--- src/rtl/wbm_host_seq_if.sv ---
// Host request/response channel and Wishbone initiator signals of wbm_host_seq.
// The master modport is the sequencer side; slave is the command source plus bus slave.
interface wbm_host_seq_if;
  logic        req_valid;
  logic        req_ready;
  logic        req_we;
  logic        req_single;
  logic [31:0] req_base;
  logic [15:0] req_index;
  logic [63:0] req_wdata;
  logic        rsp_valid;
  logic        rsp_ready;
  logic [63:0] rsp_rdata;
  logic        rsp_err;
  logic        wbm_cyc_o;
  logic        wbm_stb_o;
  logic        wbm_we_o;
  logic [3:0]  wbm_sel_o;
  logic [31:0] wbm_adr_o;
  logic [31:0] wbm_dat_o;
  logic [31:0] wbm_dat_i;
  logic        wbm_ack_i;

  modport master (
    input  req_valid, req_we, req_single, req_base, req_index, req_wdata, rsp_ready,
    input  wbm_dat_i, wbm_ack_i,
    output req_ready, rsp_valid, rsp_rdata, rsp_err,
    output wbm_cyc_o, wbm_stb_o, wbm_we_o, wbm_sel_o, wbm_adr_o, wbm_dat_o
  );

  modport slave (
    output req_valid, req_we, req_single, req_base, req_index, req_wdata, rsp_ready,
    output wbm_dat_i, wbm_ack_i,
    input  req_ready, rsp_valid, rsp_rdata, rsp_err,
    input  wbm_cyc_o, wbm_stb_o, wbm_we_o, wbm_sel_o, wbm_adr_o, wbm_dat_o
  );
endinterface

--- src/rtl/wbm_host_seq.sv ---
// Wishbone initiator: splits 64-bit host word requests into one or two 32-bit beats
// with a one-cycle strobe gap between beats and a per-beat ack timeout.
module wbm_host_seq #(
  parameter int unsigned TIMEOUT_CYCLES = 255
) (
  input  logic          wb_clk_i,
  input  logic          wb_rst_i,
  wbm_host_seq_if.master bus
);

  localparam int unsigned CW = $clog2(TIMEOUT_CYCLES + 1);
  localparam logic [CW-1:0] LAST_WAIT = CW'(TIMEOUT_CYCLES - 1);

  typedef enum logic [2:0] {S_IDLE, S_LO, S_GAP, S_HI, S_RESP} state_t;

  state_t        r_state, w_state;
  logic          r_cyc, w_cyc;
  logic          r_stb, w_stb;
  logic          r_we, w_we;
  logic [3:0]    r_sel, w_sel;
  logic [31:0]   r_adr, w_adr;
  logic [31:0]   r_dat, w_dat;
  logic [31:0]   r_wdata_hi, w_wdata_hi;
  logic          r_single, w_single;
  logic [63:0]   r_rdata, w_rdata;
  logic          r_err, w_err;
  logic [CW-1:0] r_cnt, w_cnt;

  always_ff @(posedge wb_clk_i or posedge wb_rst_i) begin
    if (wb_rst_i) begin
      r_state    <= S_IDLE;
      r_cyc      <= 1'b0;
      r_stb      <= 1'b0;
      r_we       <= 1'b0;
      r_sel      <= '0;
      r_adr      <= '0;
      r_dat      <= '0;
      r_wdata_hi <= '0;
      r_single   <= 1'b0;
      r_rdata    <= '0;
      r_err      <= 1'b0;
      r_cnt      <= '0;
    end else begin
      r_state    <= w_state;
      r_cyc      <= w_cyc;
      r_stb      <= w_stb;
      r_we       <= w_we;
      r_sel      <= w_sel;
      r_adr      <= w_adr;
      r_dat      <= w_dat;
      r_wdata_hi <= w_wdata_hi;
      r_single   <= w_single;
      r_rdata    <= w_rdata;
      r_err      <= w_err;
      r_cnt      <= w_cnt;
    end
  end

  // Next values of every bus output are computed here so the outputs themselves stay registered.
  always_comb begin
    w_state    = r_state;
    w_cyc      = r_cyc;
    w_stb      = r_stb;
    w_we       = r_we;
    w_sel      = r_sel;
    w_adr      = r_adr;
    w_dat      = r_dat;
    w_wdata_hi = r_wdata_hi;
    w_single   = r_single;
    w_rdata    = r_rdata;
    w_err      = r_err;
    w_cnt      = r_cnt;

    case (r_state)
      S_IDLE: begin
        if (bus.req_valid) begin
          w_state    = S_LO;
          w_cyc      = 1'b1;
          w_stb      = 1'b1;
          w_sel      = '1;
          w_we       = bus.req_we;
          w_single   = bus.req_single;
          w_adr      = bus.req_single ? bus.req_base + {14'b0, bus.req_index, 2'b0}
                                      : bus.req_base + {13'b0, bus.req_index, 3'b0};
          w_dat      = bus.req_wdata[31:0];
          w_wdata_hi = bus.req_wdata[63:32];
          w_rdata    = '0;
          w_err      = 1'b0;
          w_cnt      = '0;
        end
      end

      S_LO, S_HI: begin
        // An ack on the final wait edge wins over the timeout.
        if (bus.wbm_ack_i) begin
          if (!r_we) begin
            if (r_state == S_LO) w_rdata[31:0]  = bus.wbm_dat_i;
            else                 w_rdata[63:32] = bus.wbm_dat_i;
          end
          w_stb = 1'b0;
          w_sel = '0;
          if (r_state == S_LO && !r_single) begin
            w_state = S_GAP;
          end else begin
            w_state = S_RESP;
            w_cyc   = 1'b0;
          end
        end else if (r_cnt == LAST_WAIT) begin
          w_state = S_RESP;
          w_cyc   = 1'b0;
          w_stb   = 1'b0;
          w_sel   = '0;
          w_err   = 1'b1;
        end else begin
          w_cnt = r_cnt + 1'b1;
        end
      end

      S_GAP: begin
        w_state = S_HI;
        w_stb   = 1'b1;
        w_sel   = '1;
        w_adr   = r_adr + 32'd4;
        w_dat   = r_wdata_hi;
        w_cnt   = '0;
      end

      S_RESP: begin
        if (bus.rsp_ready) w_state = S_IDLE;
      end

      default: w_state = S_IDLE;
    endcase
  end

  assign bus.req_ready = (r_state == S_IDLE);
  assign bus.rsp_valid = (r_state == S_RESP);
  assign bus.rsp_rdata = r_rdata;
  assign bus.rsp_err   = r_err;
  assign bus.wbm_cyc_o = r_cyc;
  assign bus.wbm_stb_o = r_stb;
  assign bus.wbm_we_o  = r_we;
  assign bus.wbm_sel_o = r_sel;
  assign bus.wbm_adr_o = r_adr;
  assign bus.wbm_dat_o = r_dat;

endmodule

--- src/flat_wrapper.sv ---
// flat-port wrapper written by rule: the top's interface ports become plain ports
module wbm_host_seq_flat 
#(
  parameter int unsigned TIMEOUT_CYCLES = 255
)
  (wb_clk_i, wb_rst_i, bus_req_valid, bus_req_we, bus_req_single, bus_req_base, bus_req_index, bus_req_wdata, bus_rsp_ready, bus_wbm_dat_i, bus_wbm_ack_i, bus_req_ready, bus_rsp_valid, bus_rsp_rdata, bus_rsp_err, bus_wbm_cyc_o, bus_wbm_stb_o, bus_wbm_we_o, bus_wbm_sel_o, bus_wbm_adr_o, bus_wbm_dat_o);
  wbm_host_seq_if bus_i ();
  input  logic wb_clk_i;
  input  logic wb_rst_i;
  input wire logic [$bits(bus_i.req_valid)-1:0] bus_req_valid;
  input wire logic [$bits(bus_i.req_we)-1:0] bus_req_we;
  input wire logic [$bits(bus_i.req_single)-1:0] bus_req_single;
  input wire logic [$bits(bus_i.req_base)-1:0] bus_req_base;
  input wire logic [$bits(bus_i.req_index)-1:0] bus_req_index;
  input wire logic [$bits(bus_i.req_wdata)-1:0] bus_req_wdata;
  input wire logic [$bits(bus_i.rsp_ready)-1:0] bus_rsp_ready;
  input wire logic [$bits(bus_i.wbm_dat_i)-1:0] bus_wbm_dat_i;
  input wire logic [$bits(bus_i.wbm_ack_i)-1:0] bus_wbm_ack_i;
  output wire logic [$bits(bus_i.req_ready)-1:0] bus_req_ready;
  output wire logic [$bits(bus_i.rsp_valid)-1:0] bus_rsp_valid;
  output wire logic [$bits(bus_i.rsp_rdata)-1:0] bus_rsp_rdata;
  output wire logic [$bits(bus_i.rsp_err)-1:0] bus_rsp_err;
  output wire logic [$bits(bus_i.wbm_cyc_o)-1:0] bus_wbm_cyc_o;
  output wire logic [$bits(bus_i.wbm_stb_o)-1:0] bus_wbm_stb_o;
  output wire logic [$bits(bus_i.wbm_we_o)-1:0] bus_wbm_we_o;
  output wire logic [$bits(bus_i.wbm_sel_o)-1:0] bus_wbm_sel_o;
  output wire logic [$bits(bus_i.wbm_adr_o)-1:0] bus_wbm_adr_o;
  output wire logic [$bits(bus_i.wbm_dat_o)-1:0] bus_wbm_dat_o;
  assign bus_i.req_valid = bus_req_valid;
  assign bus_i.req_we = bus_req_we;
  assign bus_i.req_single = bus_req_single;
  assign bus_i.req_base = bus_req_base;
  assign bus_i.req_index = bus_req_index;
  assign bus_i.req_wdata = bus_req_wdata;
  assign bus_i.rsp_ready = bus_rsp_ready;
  assign bus_i.wbm_dat_i = bus_wbm_dat_i;
  assign bus_i.wbm_ack_i = bus_wbm_ack_i;
  assign bus_req_ready = bus_i.req_ready;
  assign bus_rsp_valid = bus_i.rsp_valid;
  assign bus_rsp_rdata = bus_i.rsp_rdata;
  assign bus_rsp_err = bus_i.rsp_err;
  assign bus_wbm_cyc_o = bus_i.wbm_cyc_o;
  assign bus_wbm_stb_o = bus_i.wbm_stb_o;
  assign bus_wbm_we_o = bus_i.wbm_we_o;
  assign bus_wbm_sel_o = bus_i.wbm_sel_o;
  assign bus_wbm_adr_o = bus_i.wbm_adr_o;
  assign bus_wbm_dat_o = bus_i.wbm_dat_o;
  wbm_host_seq #(.TIMEOUT_CYCLES(TIMEOUT_CYCLES)) u_core (.wb_clk_i(wb_clk_i), .wb_rst_i(wb_rst_i), .bus(bus_i));
endmodule
--- config.mk ---
export PLATFORM = sky130hd
export DESIGN_NAME = wbm_host_seq_flat
export DESIGN_NICKNAME = d
export VERILOG_FILES = /design/src/rtl/wbm_host_seq_if.sv /design/src/rtl/wbm_host_seq.sv /design/src/flat_wrapper.sv
export SDC_FILE = /design/constraint.sdc
export NUM_CORES = 1
export LEC_CHECK = 0
export BUFFER_PORTS_ARGS = -buffer_cell sky130_fd_sc_hd__buf_2
export CAP_MARGIN = 0
export CORE_UTILIZATION = 52
export CTS_CLUSTER_SIZE = 24
export DETAILED_ROUTE_END_ITERATION = 8
export PLACE_DENSITY = 0.78
export SLEW_MARGIN = 20
export SYNTH_ARGS = -nofsm -noshare
export SYNTH_HDL_FRONTEND = slang
export SYNTH_SLANG_ARGS = --single-unit
--- constraint.sdc ---
create_clock -name wb_clk_i -period 6.9 [get_ports wb_clk_i]
set_input_delay 1.38 -clock wb_clk_i [delete_from_list [all_inputs] [get_ports wb_clk_i]]
set_output_delay 1.38 -clock wb_clk_i [all_outputs]
set_load 0.01 [all_outputs]
After elaboration in Yosys (flattened, before gate mapping)
Index checks and enable logic that the tools add are counted.
Word-level totals
  bits of input ports: 151
  register bits: 180
  word-level logic and storage cells: 85
  output and inout port bits: 138
Operators by class
  multiplexer cells: 36
  reduce and logical (&&, ||, !) cells: 16
  add/sub/neg operators: 4
  eq/ne operators: 16
Operator list (number)
  two-way mux 64 bit: 3
  two-way mux 32 bit: 5
  case mux 32 bit (2 select lines): 2
  case mux 64 bit (2 select lines): 1
  adder 32 x 18 -> 32 bit: 1
  adder 32 x 19 -> 32 bit: 1
  adder 32 x 3 -> 32 bit (second input constant): 1
  two-way mux 8 bit: 3
  case mux 8 bit (3 select lines): 1
  two-way mux 3 bit: 5
  inequality test 2 bit (second input constant): 7
  two-way mux 4 bit: 3
  case mux 3 bit (4 select lines): 1
  case mux 4 bit (3 select lines): 1
  AND reduction 4 bit: 3
  AND reduction 5 bit: 2
  adder 8 x 1 -> 8 bit (second input constant): 1
  equality test 8 bit (second input constant): 1
  two-way mux 1 bit: 8
  equality test 3 x 2 -> 1 bit (second input constant): 2
  AND reduction 3 bit: 2
  inequality test 2 x 1 -> 1 bit (second input constant): 2
  case mux 1 bit (2 select lines): 2
  AND reduction 2 bit: 2
  other kinds (11): 12

Logic depth before layout (Yosys ltp)
Gate-level depths: netlist of the first run.
  depth in word-level cells: 5
  depth in mapped cells: 10
  mapped depth without buffers: 10

Least setup slack after synthesis of the first run
Ideal clock, no wire load.
  kind: input-to-reg
  start: in bus_req_index[0]
  end: reg u_core.r_adr[18] (netlist: u_core.bus.wbm_adr_o[18])
  arrival: 3540 ps
  setup time: 119 ps
  setup slack: 3241 ps
  required time: 6781 ps
  buffers on the path: 0
  stages on the path: 10
  path through: ha_1 > fa_1 > a211oi_1 > nor2_1 > o41ai_2 > o211ai_1 > a2111oi_0 > nor3_1 > xor2_1 > o21a_1
Between the ends
  longest elaborated chain between the ends: 4
  elaborated cells between the ends (all ways): 5
  those cells by class: 2 x add/sub; 3 x mux
Ends and longest elaborated chain
  from (decl): RTL line flat_wrapper.sv:14  | input wire logic [$bits(bus_i.req_index)-1:0] bus_req_index;
  adder 32 x 19 -> 32 bit / adder 32 x 18 -> 32 bit (equally long branches): RTL line wbm_host_seq.sv:84, wbm_host_seq.sv:83
  two-way mux 32 bit (*): RTL line wbm_host_seq.sv:83  | w_adr = bus.req_single ? bus.req_base + {14'b0, bus.req_index, 2'b0}
  two-way mux 32 bit (*): RTL line wbm_host_seq.sv:76  | if (bus.req_valid) begin
  case mux 32 bit (2 select lines) (*): RTL line wbm_host_seq.sv:74  | case (r_state)
  to (signal assigned): RTL line wbm_host_seq.sv:49  | r_adr <= w_adr;
  to (decl): RTL line wbm_host_seq.sv:21  | logic [31:0] r_adr, w_adr;
Every way passes the cells marked *; elsewhere a longest branch is shown, timed or not. The select of a mux whose other input is x is not followed.
A chain may end at the register's enable or synchronous reset.

Worst setup path in the final report of the first run
Ends and elaborated chain as after synthesis.

==> impl_metrics.toml, run 1 <==
[power_and_ir_drop]
pwr-share-comb = 0.419
cellInternalPower_w = 0.00267
seqPwrFrac = 0.378
total_leakage_power_nw = 5.85
clkPwrFrac = 0.203
design_power_total_w = 0.00467
p_sw_frac = 0.429
netSwitchingPower_w = 0.00200
irDropWorstVdd_mv = 0.300
powerDensity_mw_per_mm2 = 398

[global_route]
antenna_found_initial = 0
first_global_vias = 7906
overflow = 0
global_route.usage.total = 0.261
maximum_number_of_pins_on_one_net_before_global_route_repair = 116
grt_first_pass_wirelength_mm = 38.9

[cells_and_area]
drive_gt1_frac = 0.247
flow.area_growth_from_synthesis_pct = 22.4
num-fill-cells = 1526
nets = 1588
post_layout_nonfiller_instances = 1643
finalInstanceArea_mm2 = 0.0117

[timing]
max_slew.worst_pin.slew_ps = 1030
hold_violations = 0
clock-skew-final_ps = 17.0
achievable_frequency_ghz = 0.266
setup_total_negative_slack_ps = 0
grt_setup_unrepaired = "no"
finalCritPeriodShare = 0.544
layout_setup_ws_ps = 3150
min_period_ps = 3760
setup_viol_count_final = 0
final_max_slew_viol_count = 0
slew_headroom = 0.314

[detailed_routing]
drt-vias-per-instance = 5.54
wirelength_routed_mm = 25.7
detailedRoute.firstPassIterationCount = 5
drt_iter0_markers = 554
wl_per_cell_um = 15.6
drc = 0
ant_nets = 0
num_vias = 9106

[placement]
gp_congestion = 0.956
numPortBuffers = 288
pre_cts_slack_ps = 2810
cell_area_placed_mm2 = 0.0111
hpwlAfterDp_mm = 18.3
placedCellCount = 1610

[worst_setup_path]
cpPeakStageDelay_ps = 460
worstPathMaxFanout = 4
cp_slowest_cell = "sky130_fd_sc_hd__a2111oi_0"
path_cells = "buf_2 -> ha_1 -> fa_1 -> a211oi_1 -> nor2_1 -> o41ai_2 -> o211ai_1 -> a2111oi_0 -> nor3_1 -> xor2_1 -> o21a_1"
worstPathRequired_ps = 7210
end_kind = "flop"
cp.arrival_ps = 4070
worst_setup_path_start_kind = "input pin"
timing_worst_setup_path_type = "in -> reg"

[clock_tree]
postCtsSetupRepairBufs = 0
deepest_clock_path_buffer_count = 2
cts_root_buffer = "sky130_fd_sc_hd__clkbuf_16"
htree_num_levels = 4
clk_latency_ps = 430
cts-buffers-inserted = 17
clock_tree_from_tritoncts = "yes"
cts-resized-gates = 0
cts_hold_buf = 0
cts_sinks = 176
clk_transition_reported_paths_ps = 70

[yosys]
synth.cell_area_mm2 = 0.00960
seq_area_frac_synth = 0.459
postSynth.asyncResetShare = 1.00
synth_nets = 1336
netlist_instances = 1148
synth.avg_cell_area_um2 = 8.36
ys_ff_latch = 176
ys.flop_type = "sky130_fd_sc_hd__dfrtp_1"
number_of_flops_mapped_to_enable_cells_by_yosys = 0
ys.warnings.count = 0
ys_types = 66

[job]
drv_cap = 0

[die]
placement_rows = 49
die_height_um = 138
die-area_mm2 = 0.0190
starting_density_of_the_core = 0.532
die-width_um = 138
num_io_pins = 289
core_region_area_mm2 = 0.0180

[worst_hold_path]
hold_path.class = "reg -> reg"

[outcome]
outcome = "finished, final reports clean"
-- power groups by stage --
stage          registers (W)  logic (W)  clock network [W]
2_1_floorplan        0.00188    0.00112                  0
3_3_place_gp         0.00176    0.00191                  0
3_5_place_dp         0.00178    0.00196                  0
4_1_cts              0.00176    0.00196           0.000968
5_1_grt              0.00183    0.00219            0.00101
6_report             0.00177    0.00196           0.000951
-- area by class of cell --
class,instances,area (µm²),share of cell area
Antenna cell,1,2.50,0.000213
Tap cell,229,287,0.0244
Inverter,16,67.6,0.00575
Timing Repair Buffer,294,1490,0.127
Multi-Input combinational cell,895,4910,0.418
Sequential cell,176,4400,0.375
Clock buffer,18,429,0.0365
Clock inverter,14,161,0.0137
-- metal layers --
metal / GRT usage / vias up / routed length (µm)
met1: 0.342 / 4240 / 11000
met2: 0.424 / 355 / 12300
li1: - / 4468 / -
met4: 0.0912 / 0 / 580
met3: 0.0570 / 43 / 1800
met5: 0 / - / 0
-- worst paths after layout --
path	startpoint	to	slack, ps	cells past startpoint
hold reg to reg	u_core.bus.rsp_rdata[56]	u_core.bus.rsp_rdata[56]	480	2
max in group asynchronous	wb_rst_i	u_core.bus.wbm_adr_o[6]	4520	3
min in group asynchronous	wb_rst_i	u_core.bus.wbm_dat_o[11]	1070	2
hold / removal	u_core.bus.rsp_rdata[56]	u_core.bus.rsp_rdata[56]	480	2
setup reg to reg	u_core.r_state[1]	u_core.bus.rsp_rdata[25]	3550	5
setup / recovery	bus_req_index[0]	u_core.bus.wbm_adr_o[18]	3150	11
-- worst max-delay path: cells and delay by family --
kind	cells	cell delay, ps
compound gates	5	1530
fa+ha+maj	2	660
simple gates	2	230
xor+xnor	1	160
buf+inv	1	110
-- placed cells by master, fill, tap and decap left out, drive strengths merged, types with 3 or more instances in the layout --
cell / count
a21o: 10
a311oi: 5
o211ai: 7
or3: 4
xnor2: 19
clkinv: 5
a21boi: 3
nor2b: 9
buf: 294
and4: 3
a31oi: 39
xor2: 25
dfrtp: 176
nand4: 19
inv: 24
or2: 3
nor2: 99
and2: 8
a221oi: 3
o21a: 3
clkbuf: 18
o21ai: 105
nor3: 17
ha: 35
o21bai: 3
mux2i: 5
and3: 11
a21oi: 67
nand2: 327
nand3: 17
a211oi: 15
o22ai: 5
-- Yosys cell counts, drive strengths merged (2+ instances only) --
cell	number	area, µm²
a21o	10	76.3
and4	3	26.3
nor2b	9	56.3
mux2i	5	50.1
fa	2	40.0
o211a	2	20.0
o22ai	5	31.3
buf	10	61.3
o21a	3	22.5
inv	16	60.1
a211o	2	17.5
a211oi	15	118
nor2	99	372
o211ai	7	52.6
nor3	17	96.4
o31ai	2	15.0
a221oi	3	32.5
a21boi	3	22.5
or2	3	18.8
a311oi	5	43.8
xor2	25	219
nand4	19	119
nand2	327	1230
and2	8	51.3
a31oi	39	244
ha	35	438
xnor2	19	166
and3	11	68.8
nand3	17	85.1
nor4	2	25.0
or3	4	25.0
clkbuf	51	191
a31o	2	26.3
o21bai	3	22.5
dfrtp	176	4400
a21oi	67	343
o41ai	2	25.0
o21ai	105	526
-- logic make-up after synthesis --
family | count (synthesis) | share of synthesized area
buffers and inverters | 77 | 0.0326
DFF | 176 | 0.459
adders and majority gates | 37 | 0.0498
AOI/OAI and AO/OA | 284 | 0.181
xor gates and xnor gates | 44 | 0.0402
and+or+nand+nor | 524 | 0.231
muxes | 6 | 0.00639
-- per-stage QoR --
| stage | hold WS [ps] | utilization |
|---|---|---|
| 2_1_floorplan | 446 | - |
| 3_3_place_gp | 454 | 0.619 |
| 3_5_place_dp | 458 | 0.619 |
| 4_1_cts | 476 | 0.651 |
| 5_1_grt | 493 | 0.651 |
| 6_report | 475 | 0.652 |
-- registers in the layout, summed over array words and instances (netlist names) --
| register | cells |
|---|---|
| u_core.bus.wbm_cyc_o | 1 |
| u_core.r_wdata_hi | 32 |
| u_core.bus.wbm_sel_o | 1 |
| u_core.bus.rsp_rdata | 64 |
| u_core.r_cnt | 8 |
| u_core.bus.rsp_err | 1 |
| u_core.r_state | 3 |
| u_core.bus.wbm_we_o | 1 |
| u_core.bus.wbm_dat_o | 32 |
| u_core.bus.wbm_adr_o | 32 |
| u_core.r_single | 1 |
Note: power is estimated with default switching activity, not from simulation.
==> run 2, diff against run 1 <==
--- a/config.mk
+++ b/config.mk
@@ -5,12 +5,13 @@
 export SDC_FILE = /design/constraint.sdc
 export NUM_CORES = 1
 export LEC_CHECK = 0
+export ABC_AREA = 1
 export BUFFER_PORTS_ARGS = -buffer_cell sky130_fd_sc_hd__buf_2
 export CAP_MARGIN = 0
-export CORE_UTILIZATION = 52
+export CORE_UTILIZATION = 49
 export CTS_CLUSTER_SIZE = 24
 export DETAILED_ROUTE_END_ITERATION = 8
-export PLACE_DENSITY = 0.78
+export PLACE_DENSITY = 0.74
 export SLEW_MARGIN = 20
 export SYNTH_ARGS = -nofsm -noshare
 export SYNTH_HDL_FRONTEND = slang
==> constraint.sdc (replaced) <==
create_clock -name wb_clk_i -period 3.2 [get_ports wb_clk_i]
set_input_delay 0.64 -clock wb_clk_i [delete_from_list [all_inputs] [get_ports wb_clk_i]]
set_output_delay 0.64 -clock wb_clk_i [all_outputs]
set_load 0.01 [all_outputs]
==> impl_metrics.toml, run 2 <==
[timing]
clock-skew-final_ps = 15.5
setup_total_negative_slack_ps = 0
min_period_ps = 2360
grt_setup_unrepaired = "no"
max_slew.worst_pin.slew_ps = 842
hold_violations = 0
slew_headroom = 0.439
achievable_frequency_ghz = 0.424
setup_viol_count_final = 0
final_max_slew_viol_count = 0
timing.hold.ws_ps = 363
finalCritPeriodShare = 0.737

[detailed_routing]
wirelength_routed_mm = 35.3
ant_nets = 0
detailedRoute.firstPassIterationCount = 5
drc = 0
num_vias = 11100
drt_iter0_markers = 965
drt-vias-per-instance = 5.24
wl_per_cell_um = 16.7

[yosys]
synth.avg_cell_area_um2 = 7.63
synthXorXnorAreaFrac = 0.0167
post_synth_and_or_nand_nor_area_fraction = 0.286
synth_compound_area_frac = 0.100
post-synth-top-area-cell = "sky130_fd_sc_hd__dfrtp_1"
synthDominantCellAreaShare = 0.382
netlist_instances = 1513
yosys.area_share.adder = 0.0414
seq_area_frac_synth = 0.382
ys_types = 51
number_of_flops_mapped_to_enable_cells_by_yosys = 0
ys_ff_latch = 176
ys_top_cells_by_count = "sky130_fd_sc_hd__nand2_1 (460), sky130_fd_sc_hd__inv_1 (187), sky130_fd_sc_hd__dfrtp_1 (176)"
postSynth.asyncResetShare = 1.00
synth_nets = 1701
ys.flop_type = "sky130_fd_sc_hd__dfrtp_1"
dominant_combinational_cell_family_by_area_after_synthesis = "simple AND/OR/NAND/NOR gates"
synth_mux_area_frac = 0.0820
yosys-top-cells-area = "sky130_fd_sc_hd__dfrtp_1 (38%), sky130_fd_sc_hd__nand2_1 (15%), sky130_fd_sc_hd__mux2_4 (7.8%), sky130_fd_sc_hd__inv_1 (6.1%), sky130_fd_sc_hd__nor2_1 (5.5%)"
synth_most_common_cell = "sky130_fd_sc_hd__nand2_1"
synth.cell_area_mm2 = 0.0115
ys.warnings.count = 0

[worst_setup_path]
path_cells = "nor2_2 -> inv_2 -> nor2_1 -> inv_1 -> nand2_2 -> o21a_4 -> mux2_2"
timing_worst_setup_path_type = "reg -> reg"
worst-r2r-setup-slack_ps = 840
r2r_end = "u_core.bus.rsp_rdata[30]"
critical_path.startpoint = "u_core.r_state[2]"
critPathTopFamily = "compound AO/OA/AOI/OAI gates"
cp.arrival_ps = 2670
end_kind = "flop"
worstPathMaxFanout = 38
worst_setup_path_start_kind = "flop"
cpPeakStageDelay_ps = 550
worstPathRequired_ps = 3520
cp_slowest_cell = "sky130_fd_sc_hd__o21a_4"
worst_r2r_startpoint = "u_core.r_state[2]"
reg2reg_depth = 7
path_buf_inv = 2

[clock_tree]
clock_tree_from_tritoncts = "yes"
postCtsSetupRepairBufs = 0
cts_root_buffer = "sky130_fd_sc_hd__clkbuf_16"
htree_num_levels = 4
deepest_clock_path_buffer_count = 2
cts_hold_buf = 0
cts_sinks = 176
cts-buffers-inserted = 17
clk_transition_reported_paths_ps = 70
cts-resized-gates = 0
clk_latency_ps = 440

[worst_hold_path]
hold_path.class = "in -> async"

[power_and_ir_drop]
powerDensity_mw_per_mm2 = 900
irDropWorstVdd_mv = 0.384
design_power_total_w = 0.0124
total_leakage_power_nw = 7.59

[global_route]
maximum_number_of_pins_on_one_net_before_global_route_repair = 133
first_global_vias = 10300
overflow = 0
global_route.usage.total = 0.291
antenna_found_initial = 2
grt_first_pass_wirelength_mm = 54.9

[cells_and_area]
most-common-layout-cells = "sky130_fd_sc_hd__nand2_1 (460), sky130_fd_sc_hd__buf_2 (288), sky130_fd_sc_hd__inv_1 (186)"
drive_gt1_frac = 0.257
number_of_flip_flops_under_the_largest_register_name = 64
flow.area_growth_from_synthesis_pct = 19.1
nets = 1969
multi_input_gate_area_in_the_final_layout_mm2 = 0.00607
register_area_mm2 = 0.00440
layout.cells.most_common = "sky130_fd_sc_hd__nand2_1"
num-fill-cells = 2138

[outcome]
outcome = "finished, final reports clean"

[placement]
gp_congestion = 1.00
numPortBuffers = 288
hpwlAfterDp_mm = 26.5

[die]
core_region_area_mm2 = 0.0228
starting_density_of_the_core = 0.505
die-width_um = 155
placement_rows = 55
num_io_pins = 289
die_height_um = 155
die-area_mm2 = 0.0242

[job]
drv_cap = 0
## run 2: cell count changes after synthesis, sizes merged, moves of 26 or more
cell    change
nand3      +74
inv       +185
clkbuf     -36
nor2       +80
o21ai      -68
mux2       +63
buf        +26
nand2     +137
a31oi      -35
o221a      +34
## run 2: how the worst max path moves through the flow
stage | end | cells after the start
2_1_floorplan | u_core.bus.rsp_err | 1
3_3_place_gp | u_core.bus.wbm_adr_o[25] | 12
3_5_place_dp | u_core.bus.wbm_adr_o[26] | 14
4_1_cts | u_core.bus.rsp_rdata[30] | 7
5_1_grt | u_core.bus.rsp_rdata[54] | 7
6_report | u_core.bus.rsp_rdata[30] | 7
## run 2: routing by layer
| metal | GRT usage | wire length, µm | vias up |
|---|---|---|---|
| met5 | 0 | 0 | - |
| met4 | 0.0943 | 859 | 0 |
| met3 | 0.0468 | 2360 | 65 |
| met2 | 0.478 | 16800 | 456 |
| met1 | 0.393 | 15300 | 5112 |
| li1 | - | - | 5420 |
## run 2: layout make-up
type | instances | area share
multi-input cells | 1084 | 0.441
flip-flops and latches | 176 | 0.320
well taps | 313 | 0.0285
clock inverters | 14 | 0.0106
inverters | 202 | 0.0556
clock buffers | 17 | 0.0309
repair buffers | 300 | 0.112
diodes | 2 | 0.000364
## run 2: stage by stage
step	util	cell area (µm²)	setup WS, ps	instances
after floorplan	-	11500	307	1513
after global placement	0.577	13200	635	2075
after detailed placement	0.577	13200	603	2075
after CTS	0.602	13700	844	2106
after global routing	0.602	13700	684	2108
final	0.602	13700	843	2108
## run 2: power by group
part | internal (W) | total [W] | switching [W]
clock network | 0.00103 | 0.00204 | 0.00100
registers | 0.00332 | 0.00419 | 0.000869
logic | 0.00263 | 0.00615 | 0.00352
total | 0.00699 | 0.0124 | 0.00539
## run 2: cell families after synthesis
group,after synthesis
adders and majority gates,37
xor gates and xnor gates,22
DFF,176
AOI/OAI and AO/OA,169
buffers and inverters,253
and+or+nand+nor,792
muxes,64
## run 2: worst reg2reg max path: stages, from the launching register on
cell and delay [ps]:
sky130_fd_sc_hd__dfrtp_1 430, sky130_fd_sc_hd__nor2_2 170, sky130_fd_sc_hd__inv_2 290, sky130_fd_sc_hd__nor2_1 190
sky130_fd_sc_hd__inv_1 100, sky130_fd_sc_hd__nand2_2 90, sky130_fd_sc_hd__o21a_4 550, sky130_fd_sc_hd__mux2_2 450
==> run 3, diff against run 2 <==
--- a/config.mk
+++ b/config.mk
@@ -8,10 +8,10 @@
 export ABC_AREA = 1
 export BUFFER_PORTS_ARGS = -buffer_cell sky130_fd_sc_hd__buf_2
 export CAP_MARGIN = 0
-export CORE_UTILIZATION = 49
+export CORE_UTILIZATION = 55
 export CTS_CLUSTER_SIZE = 24
 export DETAILED_ROUTE_END_ITERATION = 8
-export PLACE_DENSITY = 0.74
+export PLACE_DENSITY = 0.79
 export SLEW_MARGIN = 20
 export SYNTH_ARGS = -nofsm -noshare
 export SYNTH_HDL_FRONTEND = slang
==> constraint.sdc (replaced) <==
create_clock -name wb_clk_i -period 2.36 [get_ports wb_clk_i]
set_input_delay 0.472 -clock wb_clk_i [delete_from_list [all_inputs] [get_ports wb_clk_i]]
set_output_delay 0.472 -clock wb_clk_i [all_outputs]
set_load 0.01 [all_outputs]
==> impl_metrics.toml, run 3 (synthesis gave the netlist of run 2 again) <==
[timing]
grt_setup_unrepaired = "no"
max_slew.worst_pin.slew_ps = 1050
min_period_ps = 2150
layout_setup_ws_ps = 209
finalCritPeriodShare = 0.912
clock-skew-final_ps = 19.7
slew_headroom = 0.303
achievable_frequency_ghz = 0.465
setup_viol_count_final = 0
final_max_slew_viol_count = 0
hold_violations = 0

[placement]
numPortBuffers = 288
gp_congestion = 0.980
cell_area_placed_mm2 = 0.0133
hpwlAfterDp_mm = 26.7
pre_cts_slack_ps = -83.4

[power_and_ir_drop]
pwr-share-comb = 0.502
irDropWorstVdd_mv = 0.590
netSwitchingPower_w = 0.00749
total_leakage_power_nw = 7.75
powerDensity_mw_per_mm2 = 1230
cellInternalPower_w = 0.00974
seqPwrFrac = 0.326
p_sw_frac = 0.435
clkPwrFrac = 0.172

[worst_setup_path]
reg2reg_depth = 7
critical_path.startpoint = "u_core.r_state[0]"
path_buf_inv = 2
cp.arrival_ps = 2470
critPathTopFamily = "buffers and inverters"
cp_slowest_cell = "sky130_fd_sc_hd__buf_4"
worstPathMaxFanout = 54
cp.depth = 7
worst_r2r_startpoint = "u_core.r_state[0]"
end_kind = "flop"
cpPeakStageDelay_ps = 510
timing_worst_setup_path_type = "reg -> reg"
path_cells = "nor2_2 -> nand2_4 -> nor2_8 -> buf_4 -> buf_4 -> nand2_1 -> o221a_2"
worst_path_most_repeated_cell = "sky130_fd_sc_hd__buf_4"
worstPathRequired_ps = 2670
worst_setup_path_start_kind = "flop"

[die]
die_height_um = 147
num_io_pins = 289
die-width_um = 147
core_region_area_mm2 = 0.0204
starting_density_of_the_core = 0.565
die-area_mm2 = 0.0216
placement_rows = 52

[global_route]
maximum_number_of_pins_on_one_net_before_global_route_repair = 82
first_global_vias = 10700
grt_first_pass_wirelength_mm = 55.7
global_route.usage.total = 0.327
antenna_found_initial = 1
overflow = 0

[clock_tree]
cts_root_buffer = "sky130_fd_sc_hd__clkbuf_16"
clk_latency_ps = 440
cts_hold_buf = 1
clock_tree_from_tritoncts = "yes"
clk_transition_reported_paths_ps = 80
postCtsSetupRepairBufs = 0
cts-buffers-inserted = 17
cts_sinks = 176
htree_num_levels = 4
deepest_clock_path_buffer_count = 2
cts-resized-gates = 0

[detailed_routing]
drt-vias-per-instance = 5.37
drt_iter0_markers = 714
num_vias = 11200
wirelength_routed_mm = 34.9
detailedRoute.firstPassIterationCount = 5
ant_nets = 0
drc = 0
wl_per_cell_um = 16.7

[cells_and_area]
layout.cells.most_common = "sky130_fd_sc_hd__nand2_1"
flow.area_growth_from_synthesis_pct = 21.2
finalInstanceArea_mm2 = 0.0140
num-fill-cells = 1762
number_of_flip_flops_under_the_largest_register_name = 64
nets = 1990
most-common-layout-cells = "sky130_fd_sc_hd__nand2_1 (460), sky130_fd_sc_hd__buf_2 (288), sky130_fd_sc_hd__inv_1 (186)"
drive_gt1_frac = 0.266

[worst_hold_path]
hold_path.class = "in -> reg"
worstHoldPathCells = 3
min-delay-start = "bus_req_base[1]"

[job]
drv_cap = 0

[outcome]
outcome = "finished, final reports clean"
[run 3: cell types whose count changed in the layout (fill, tap and decap cells not counted), sizes merged]
cell / delta
dlygate4sd3: +1
clkinv: +3
diode: -1
clkinvlp: -4
buf: +20
inv: +2
[run 3: per-layer routing]
| metal | part of all wire | GRT usage |
|---|---|---|
| met1 | 0.42 | 0.429 |
| met2 | 0.48 | 0.546 |
| met3 | 0.059 | 0.0435 |
| met4 | 0.034 | 0.134 |
| met5 | 0 | 0 |
[run 3: power groups by stage]
stage / clock (W) / combinational [W] / sequential (W)
after global routing: 0.00312 / 0.00943 / 0.00576
after detailed placement: 0 / 0.00859 / 0.00562
after global placement: 0 / 0.00841 / 0.00556
after floorplan: 0 / 0.00536 / 0.00595
after CTS: 0.00299 / 0.00865 / 0.00559
final: 0.00296 / 0.00866 / 0.00562
[run 3: final cells by class]
cell class                      count  area (µm²)  area share
Multi-Input combinational cell   1084        6070       0.434
Sequential cell                   176        4400       0.315
Timing Repair Buffer              321        1770       0.126
Inverter                          202         764      0.0547
Clock buffer                       17         425      0.0304
Tap cell                          270         338      0.0242
Clock inverter                     15         211      0.0151
Antenna cell                        1        2.50    0.000179
[run 3: worst min-delay path, delay by kind of cell]
kind          cells  cell delay [ps]
buf+inv           1               70
simple gates      2               90
[run 3: metrics by stage]
step	std cells	TNS, ps	total power (W)	utilization	hold slack, ps
global route	2086	0	0.0183	0.684	230
detailed placement	2052	-180	0.0142	0.653	434
floorplan	1513	-64180	0.0113	-	443
CTS	2085	0	0.0172	0.684	216
global placement	2052	-27.1	0.0140	0.653	436
finish	2086	0	0.0172	0.684	225
[run 3: final timing paths]
check / end / slack [ps]
min in group asynchronous: u_core.r_cnt[4] / 520
worst min-delay path: u_core.bus.wbm_adr_o[1] / 230
max in group asynchronous: u_core.bus.rsp_rdata[63] / 1110
worst max register to register: u_core.bus.wbm_dat_o[27] / 210
worst min register to register: u_core.bus.wbm_adr_o[1] / 470
worst max-delay path: u_core.bus.wbm_dat_o[27] / 210
